$ cat src/rtl/seq_div_4bits.sv
// rtl/seq_div_4bits.sv - multi-cycle restoring divider, one quotient bit per clock
// Optional signed mode (port M, two's complement operands) is compiled in with DIV_SIGNED_EN.
module seq_div_4bits #(
  parameter int WIDTH = 4
) (
  input  logic             clk,
  input  logic             rst_n,
  input  logic             start,
  input  logic [WIDTH-1:0] A,
  input  logic [WIDTH-1:0] B,
`ifdef DIV_SIGNED_EN
  input  logic             M,
`endif
  output logic             busy,
  output logic             done,
  output logic [WIDTH-1:0] Q,
  output logic [WIDTH-1:0] R,
  output logic             DZ,
  output logic             V
);

  localparam int CW = (WIDTH > 2) ? $clog2(WIDTH) : 1;

  typedef enum logic [1:0] {
    S_IDLE = 2'd0,
    S_CALC = 2'd1,
    S_DONE = 2'd2
  } state_t;

  state_t r_state;
  state_t w_state_nxt;

  logic [WIDTH-1:0] r_dvd;
  logic [WIDTH-1:0] r_div;
  logic [WIDTH-1:0] r_rem;
  logic [WIDTH-1:0] r_quo;
  logic [CW-1:0]    r_cnt;
  logic             r_neg_a;
  logic             r_neg_b;
  logic [WIDTH-1:0] r_q;
  logic [WIDTH-1:0] r_r;
  logic             r_dz;
  logic             r_v;

  logic             w_m;
  logic             w_accept;
  logic             w_last;
  logic             w_neg_a;
  logic             w_neg_b;
  logic [WIDTH-1:0] w_a_mag;
  logic [WIDTH-1:0] w_b_mag;
  logic [WIDTH:0]   w_shift;
  logic [WIDTH:0]   w_trial;
  logic [WIDTH-1:0] w_rem_nxt;
  logic [WIDTH-1:0] w_quo_nxt;
  logic [WIDTH-1:0] w_q_fin;
  logic [WIDTH-1:0] w_r_fin;
  logic             w_v_fin;

`ifdef DIV_SIGNED_EN
  assign w_m = M;
`else
  assign w_m = 1'b0;
`endif

  assign w_accept = start && (r_state != S_CALC);
  assign w_last   = (r_cnt == CW'(WIDTH - 1));

  // Operands are reduced to magnitudes up front; the most-negative value maps to itself,
  // which is its correct unsigned magnitude.
  assign w_neg_a = w_m & A[WIDTH-1];
  assign w_neg_b = w_m & B[WIDTH-1];
  assign w_a_mag = w_neg_a ? -A : A;
  assign w_b_mag = w_neg_b ? -B : B;

  assign w_shift   = {r_rem, r_dvd[WIDTH-1]};
  assign w_trial   = w_shift - {1'b0, r_div};
  assign w_rem_nxt = w_trial[WIDTH] ? w_shift[WIDTH-1:0] : w_trial[WIDTH-1:0];
  assign w_quo_nxt = {r_quo[WIDTH-2:0], ~w_trial[WIDTH]};

  // Sign fix-up happens on the same edge that enters DONE, so signed latency matches unsigned.
  assign w_q_fin = (r_neg_a ^ r_neg_b) ? -w_quo_nxt : w_quo_nxt;
  assign w_r_fin = r_neg_a ? -w_rem_nxt : w_rem_nxt;
  assign w_v_fin = r_neg_a & r_neg_b & w_quo_nxt[WIDTH-1];

  always_ff @(posedge clk or negedge rst_n) begin
    if (!rst_n) begin
      r_state <= S_IDLE;
    end else begin
      r_state <= w_state_nxt;
    end
  end

  always_comb begin
    w_state_nxt = r_state;
    case (r_state)
      S_IDLE, S_DONE: begin
        if (start) begin
          w_state_nxt = (B == '0) ? S_DONE : S_CALC;
        end else begin
          w_state_nxt = S_IDLE;
        end
      end
      S_CALC: begin
        if (w_last) begin
          w_state_nxt = S_DONE;
        end
      end
      default: w_state_nxt = S_IDLE;
    endcase
  end

  always_comb begin
    busy = 1'b0;
    done = 1'b0;
    case (r_state)
      S_CALC:  busy = 1'b1;
      S_DONE:  done = 1'b1;
      default: begin
        busy = 1'b0;
        done = 1'b0;
      end
    endcase
  end

  always_ff @(posedge clk or negedge rst_n) begin
    if (!rst_n) begin
      r_dvd   <= '0;
      r_div   <= '0;
      r_rem   <= '0;
      r_quo   <= '0;
      r_cnt   <= '0;
      r_neg_a <= 1'b0;
      r_neg_b <= 1'b0;
      r_q     <= '0;
      r_r     <= '0;
      r_dz    <= 1'b0;
      r_v     <= 1'b0;
    end else if (w_accept) begin
      r_dvd   <= w_a_mag;
      r_div   <= w_b_mag;
      r_rem   <= '0;
      r_quo   <= '0;
      r_cnt   <= '0;
      r_neg_a <= w_neg_a;
      r_neg_b <= w_neg_b;
      if (B == '0) begin
        r_q  <= '1;
        r_r  <= A;
        r_dz <= 1'b1;
        r_v  <= 1'b0;
      end
    end else if (r_state == S_CALC) begin
      r_dvd <= {r_dvd[WIDTH-2:0], 1'b0};
      r_rem <= w_rem_nxt;
      r_quo <= w_quo_nxt;
      r_cnt <= r_cnt + 1'b1;
      if (w_last) begin
        r_q  <= w_q_fin;
        r_r  <= w_r_fin;
        r_dz <= 1'b0;
        r_v  <= w_v_fin;
      end
    end
  end

  assign Q  = r_q;
  assign R  = r_r;
  assign DZ = r_dz;
  assign V  = r_v;

endmodule

$ cat config.mk
export PLATFORM = sky130hd
export DESIGN_NAME = seq_div_4bits
export DESIGN_NICKNAME = d
export VERILOG_FILES = /design/src/rtl/seq_div_4bits.sv
export SDC_FILE = /design/constraint.sdc
export NUM_CORES = 1
export LEC_CHECK = 0
export ABC_AREA = 1
export BUFFER_PORTS_ARGS = -buffer_cell sky130_fd_sc_hd__buf_2
export CORE_MARGIN = 2
export CORE_UTILIZATION = 50
export DETAILED_ROUTE_END_ITERATION = 12
export GPL_ROUTABILITY_DRIVEN = 0
export GPL_TIMING_DRIVEN = 0
export MAX_ROUTING_LAYER = met4
export PLACE_DENSITY_LB_ADDON = 0.08
export SLEW_MARGIN = 20
export SYNTH_ARGS = -nofsm -noshare
export SYNTH_HDL_FRONTEND = slang
export SYNTH_SLANG_ARGS = --single-unit
$ cat constraint.sdc
create_clock -name clk -period 2.19 [get_ports clk]
set_clock_uncertainty 0.05 [all_clocks]
set_input_delay 0.219 -clock clk [delete_from_list [all_inputs] [get_ports clk]]
set_output_delay 0.219 -clock clk [all_outputs]
set_load 0.05 [all_outputs]
==> run metrics, run 1 <==
run status finished with violations; violations in the final reports design-rule violations; average footprint of a synthesized cell 8.47 µm²; Clock Root Buffer clkbuf_4; synthesized cell area 1500 µm²; clock period minus worst slack 1970 ps; Gate power share 57.9%; cell types with the highest counts after synthesis nand2_1 (42), inv_1 (31), dfrtp_1 (28), nand3_1 (19), nor2_1 (15); die area 3450 µm²; core box area 2810 µm²; arrival time reported for the critical path endpoint 2170 ps; area share of the largest cell type after synthesis 46.7%; switching fraction of total power 49.8%; final hold violation count 0; chip width 58.8 µm; Layout area overhead 13.9%; endpoint of the worst-slack reg-to-reg timing path R[0]; buffers added on ports 21; number of flops mapped to enable cells by yosys 0; length in cells of the worst reg-to-reg path 11; share of the clock period used by the worst path after layout 90.0%; final wirelength 2890 µm; accumulated negative setup slack 0 ps; via count of the first global-routing pass 1184; final net count 221; clock network latency to the later pin of the worst-skew pair 330 ps; register clock-pin slew on the reported worst setup and hold paths 160 ps; library cell occupying the most area in the post-synthesis netlist dfrtp_1; fin. max-slew vios 0; dominant register cell in the synthesized netlist dfrtp_1; count of antenna-violating nets left after detailed routing 0; vias after detailed routing 1186; launching point of the worst reg2reg path r_dvd[3]; share of synthesized registers carrying an async set or reset 100%; CTS tree built; first-pass GRT wire length 5050 µm; setup slack of the most critical reg-to-reg path 220 ps; maximum number of pins on one net before global-route repair 29; Slew HR 58.4%; maximum clock frequency 507 MHz; start point of the worst min-delay path B[2]; crit path max fanout 6; Bufs on Longest Clock Path 2; height of the die 58.8 µm; clock network fraction of total power 11.8%; global-route total usage across every layer 19.4%; Antenna diodes 0; cell depth of the worst hold path 3; dominant cell type by count on the critical path nand3_1; critical path type flop to flop; post-detailed-route via-to-cell ratio 5.07; worst-margin pin slew 624 ps; RSZ-0062 raised after global routing false; critical path cell sequence inv_1, ha_1, fa_1, inv_1, nand3_1, nand3_1, nand2_2, nand3_1, nand3_1, nand2_1, inv_1; category of the worst setup path capture point flop; kind of start point of the critical path flop; Reg power frac 30.3%; drt first-iter violations 53; total of warnings raised by yosys 0; dpl hpwl 2220 µm; data required time of the worst path 2390 ps; initial antenna violation count 0; Sink Count 28; share of the yosys chip area belonging to registers 46.7%; Finished Cell Area 1710 µm²; static power due to leakage 0.971 nW; Layout Utilization 60.9%; fraction of final layout cells sized beyond drive strength 1 18.2%; number of placement rows 19; remaining design rule violation count 2; number of distinct standard cells referenced by the synthesized netlist 23; Synthesized Nets 194; power spent charging and discharging nets 1.45 mW; total congestion overflow 0; pwr dens 1710 nW/µm²; number of CTS-inserted buffers 3; post-synthesis instance total 177; wire per inst 12.3 µm; internal power 1.47 mW; Worst Hold Path EP r_div[2]; slowest stage delay, CP 420 ps; Max H-tree Level 1; drt pass-1 iters 8; peak supply drop 0.000792 V; I/O pin total 23; standard cell with the maximum stage delay on the critical path dfrtp_1; hold crit path type primary input to flop; total cell area at the placement stage 1640 µm²; flop and latch count out of synthesis 28; Maximum Capacitance Violations 0; most common cell in the netlist nand2_1; count of endpoints failing setup in the final report 0; effective utilization at floorplan 53.4%; post-CTS setup repair buffer count 0; cells taking the most area after synthesis dfrtp_1 (47%), nand2_1 (11%), inv_1 (7.8%), nand3_1 (6.3%), ha_1 (4.2%)
## state kept, by name, summed over array words and instances (netlist names)
name and count:
DZ 1, Q 4, R 4, r_cnt 2, r_div 4, r_dvd 4
r_quo 3, r_rem 4, r_state 2
## timing repair
item | CTS | global route
setup endpoints to repair | 0 | 7
gates resized for setup | 0 | 1
hold buffers | 1 | 0
hold endpoints to repair | 28 | 0
## power by group through the flow
stage	combinational [mW]	clock, mW	sequential (mW)
detailed placement	1.69	0	0.897
CTS	1.69	0.353	0.883
finish	1.69	0.346	0.884
global placement	1.62	0	0.883
global route	1.89	0.367	0.917
floorplan	1.06	0	1.15
## area by class of cell
class                           instances  area, µm²
Buffer                                  2       18.8
Clock buffer                            3       22.5
Clock inverter                          1       30.0
Fill cell                             250       1100
Inverter                               34        128
Multi-Input combinational cell        113        654
Sequential cell                        28        701
Tap cell                               31       38.8
Timing Repair Buffer                   22        115
## through the flow
stage | hold slack (ps) | cells | total power [mW] | worst slack, ps
3_5_place_dp | 219 | 229 | 2.58 | 164
5_1_grt | 57.4 | 234 | 3.18 | 56.5
2_1_floorplan | -127 | 177 | 2.21 | 456
6_report | 49.3 | 234 | 2.92 | 218
3_3_place_gp | 215 | 229 | 2.51 | 248
4_1_cts | 44.9 | 234 | 2.93 | 147
## worst max-delay path: cells and delay by family, from the launching register on
kind	cells	cell delay [ps]
AND/OR/NAND/NOR	6	620
flip-flops	1	420
adder cells (fa/ha/maj)	2	610
buffers and inverters	3	200
## cells by family (layout without fill, tap and decap cells)
kind of cell / Yosys count / in the layout / synth area share, %
flip-flops: 28 / 28 / 46.7
buffers and inverters: 36 / 62 / 9.77
other: 1 / 1 / 0.250
AO/OA/AOI/OAI: 20 / 20 / 8.68
adder cells (fa/ha/maj): 6 / 6 / 5.51
XOR/XNOR: 1 / 1 / 0.584
AND/OR/NAND/NOR: 85 / 85 / 28.5
## worst max-delay path by stage
stage	startpoint	to	slack, ps	cells after the start
2_1_floorplan	r_dvd[3]	R[3]	460	11
3_3_place_gp	r_dvd[3]	R[0]	250	12
3_5_place_dp	r_dvd[3]	R[0]	160	11
4_1_cts	r_dvd[3]	R[0]	150	11
5_1_grt	r_dvd[3]	R[2]	60	12
6_report	r_dvd[3]	R[0]	220	11
## layout by cell type, fill, tap and decap left out, types with 4 or more instances in the layout
master / n
nand2_1: 41
inv_1: 31
dfrtp_1: 28
buf_2: 21
nand3_1: 19
nor2_1: 15
a21oi_1: 6
ha_1: 5
o21ai_0: 4
o22ai_1: 4
## routing by layer
layer | up-vias | wire (µm) | track usage [%]
li1 | 616 | - | -
met2 | 32 | 1270 | 29.0
met3 | 6 | 149 | 2.20
met1 | 532 | 1430 | 27.4
met5 | - | 0 | -
met4 | 0 | 38 | 7.14
Power figures use the tool's default switching activity.
==> run 2: changes to the inputs <==
--- a/config.mk
+++ b/config.mk
@@ -5,7 +5,6 @@
 export SDC_FILE = /design/constraint.sdc
 export NUM_CORES = 1
 export LEC_CHECK = 0
-export ABC_AREA = 1
 export BUFFER_PORTS_ARGS = -buffer_cell sky130_fd_sc_hd__buf_2
 export CORE_MARGIN = 2
 export CORE_UTILIZATION = 50
==> run 2 against run 1 <==
The flow finishes with violations (negative setup slack). Non-clock buffer count rose by 13. Final cell count fell by 10%. Routed wire length rose by 2.7%. Cell area rose by 1.5%. Flip-flop and latch count did not move. Register-to-register slack got worse by 260 ps. First-iteration DRC count fell by 34%. Hold slack improved by 1.7 ps. Die area fell by 3.2%. Critical path type unchanged. Largest cell class is now multi-input combinational cells.
==> run metrics, run 2 <==
Sink Count 28 (unchanged); cell types with the highest counts after synthesis dfrtp_1 (28), nand2_1 (24), o21ai_0 (13), nor2_1 (11), mux2i_1 (8) (was nand2_1 (42), inv_1 (31), dfrtp_1 (28), nand3_1 (19), nor2_1 (15)); critical path type flop to flop (unchanged); share of the yosys chip area belonging to registers 48.4% (was 46.7%); vias after detailed routing 1167 (was 1186); launching point of the worst reg2reg path r_div[0] (was r_dvd[3]); Maximum Capacitance Violations 0 (unchanged); startpoint of the worst setup timing path r_div[0] (was r_dvd[3]); chip width 57.8 µm (was 58.8 µm); number of CTS-inserted buffers 3 (unchanged); arrival time reported for the critical path endpoint 2410 ps (was 2170 ps); die area 3340 µm² (was 3450 µm²); area share of the largest cell type after synthesis 48.4% (was 46.7%); post-detailed-route via-to-cell ratio 5.56 (was 5.07); global-route total usage across every layer 20.5% (was 19.4%); RSZ-0062 raised after global routing true (was false); post-synthesis instance total 146 (was 177); endpoint of the worst-slack reg-to-reg timing path R[3] (was R[0]); clock period minus worst slack 2240 ps (was 1970 ps); Antenna diodes 0 (unchanged); dominant register cell in the synthesized netlist dfrtp_1 (unchanged); Synthesized Nets 163 (was 194); Max H-tree Level 1 (unchanged); synthesized cell area 1450 µm² (was 1500 µm²); Bufs on Longest Clock Path 2 (unchanged); run status finished with violations (unchanged); cells taking the most area after synthesis dfrtp_1 (48%), nand2_1 (6.2%), mux2i_1 (5.5%), o21ai_0 (4.5%), ha_1 (4.3%) (was dfrtp_1 (47%), nand2_1 (11%), inv_1 (7.8%), nand3_1 (6.3%), ha_1 (4.2%)); Clock Root Buffer clkbuf_4 (unchanged); setup slack of the most critical reg-to-reg path -50 ps (was 220 ps); total congestion overflow 0 (unchanged); hold crit path type primary input to flop (unchanged); Layout area overhead 19.8% (was 13.9%); most common cell in the netlist dfrtp_1 (was nand2_1); share of synthesized registers carrying an async set or reset 100% (unchanged); total of warnings raised by yosys 0 (unchanged); core box area 2760 µm² (was 2810 µm²); Slew HR 41.6% (was 58.4%); drt first-iter violations 35 (was 53); category of the worst setup path capture point flop (unchanged); number of placement rows 19 (unchanged); wire per inst 14.1 µm (was 12.3 µm); I/O pin total 23 (unchanged); most common cell after layout, fill and taps aside dfrtp_1 (was nand2_1); final hold violation count 0 (unchanged); kind of start point of the critical path flop (unchanged); drt pass-1 iters 4 (was 8); maximum number of pins on one net before global-route repair 29 (unchanged); violations in the final reports negative setup slack (was design-rule violations); count of endpoints failing setup in the final report 3 (was 0); CTS tree built (unchanged); average footprint of a synthesized cell 9.92 µm² (was 8.47 µm²); effective utilization at floorplan 52.5% (was 53.4%); capturing element of the worst setup path R[3] (was R[0]); height of the die 57.8 µm (was 58.8 µm); final net count 197 (was 221); clock network latency to the later pin of the worst-skew pair 330 ps (about the same); first-pass GRT wire length 5070 µm (was 5050 µm); worst-margin pin slew 868 ps (was 624 ps); via count of the first global-routing pass 1091 (was 1184); data required time of the worst path 2360 ps (was 2390 ps); register clock-pin slew on the reported worst setup and hold paths 150 ps (was 160 ps); dpl hpwl 2100 µm (was 2220 µm); length in cells of the worst reg-to-reg path 7 (was 11); smallest hold slack 51.0 ps (was 49.3 ps); fraction of final layout cells sized beyond drive strength 1 27.4% (was 18.2%); share of the clock period used by the worst path after layout 102% (was 90.0%); number of flops mapped to enable cells by yosys 0 (unchanged); number of distinct standard cells referenced by the synthesized netlist 37 (was 23); initial antenna violation count 0 (unchanged); post-route setup slack -45.2 ps (was 218 ps); accumulated negative setup slack -95.5 ps (was 0 ps); final wirelength 2960 µm (was 2890 µm); crit path max fanout 6 (unchanged); count of antenna-violating nets left after detailed routing 0 (unchanged); flop and latch count out of synthesis 28 (unchanged); remaining design rule violation count 0 (was 2); maximum clock frequency 447 MHz (was 507 MHz); fin. max-slew vios 0 (unchanged); buffers added on ports 20 (was 21); commonest cells after routing, fill and taps aside dfrtp_1 (28), nand2_1 (24), buf_2 (23) (was nand2_1 (41), inv_1 (31), dfrtp_1 (28)); library cell occupying the most area in the post-synthesis netlist dfrtp_1 (unchanged)
==> run 2: cell count changes after synthesis, sizes merged, moves of 4 or more <==
cell,change
nand2,-21
mux2i,+8
o22a,+4
o22ai,-4
o21ai,+13
inv,-27
nand3,-17
nor2,-6
==> run 2: critical path: stages (launching register included) <==
cell      delay [ps]
dfrtp_1          450
ha_4             180
fa_2             370
nand2b_4         160
a21oi_4          200
xor2_4           310
mux2i_2          320
a221oi_2         100
==> run 2: what timing repair did <==
action	4_1_cts	5_1_grt
setup endpoints to repair	6	7
cloned	0	0
pin swaps	5	2
setup buffers	5	3
gates resized for setup	4	2
hold buffers	1	0
hold endpoints to repair	28	0
==> run 2: layout make-up <==
class,instances,area [µm²]
clock buffers,3,22.5
repair buffers,29,170
inverters,7,26.3
flip-flops and latches,28,701
plain buffers,8,42.5
well taps,31,38.8
fillers,240,1020
clock inverters,1,30.0
multi-input cells,103,703
==> run 2: kinds of logic after synthesis <==
| group | Yosys count | share of synthesized area [%] |
|---|---|---|
| and+or+nand+nor | 53 | 17.3 |
| AOI/OAI and AO/OA | 32 | 15.0 |
| DFF | 28 | 48.4 |
| buffers and inverters | 15 | 4.67 |
| muxes | 8 | 5.53 |
| adders and majority gates | 6 | 5.70 |
| xor gates and xnor gates | 3 | 3.11 |
| other | 1 | 0.259 |
==> run 2: layer usage <==
layer  track usage, %  part of all wire (%)
met5                -                     0
met3             2.01                   4.8
met2             31.8                    48
met4             6.31                   1.0
met1             28.8                    46
==> run 2: worst min path at each step <==
stage | from | end | slack, ps | cells after the start
after global placement | rst_n | r_div[2] | 220 | 1
final | B[0] | r_div[0] | 50 | 3
after global routing | B[2] | r_div[2] | 40 | 3
after detailed placement | rst_n | r_div[1] | 220 | 1
after CTS | B[0] | r_div[0] | 40 | 3
after floorplan | rst_n | DZ | -130 | 0
==> run 2: per-stage QoR <==
step	area [µm²]	setup slack, ps	util (%)	cells
final	1730	-45.2	62.9	210
after global routing	1730	-126	62.9	210
after CTS	1710	0.0688	62.0	207
after detailed placement	1590	-234	57.8	197
after global placement	1590	-217	57.8	197
after floorplan	1460	29.6	-	146
Power of run 2 is not shown: default switching activity piles up to over one toggle a cycle in this logic, so the estimate is an artifact.
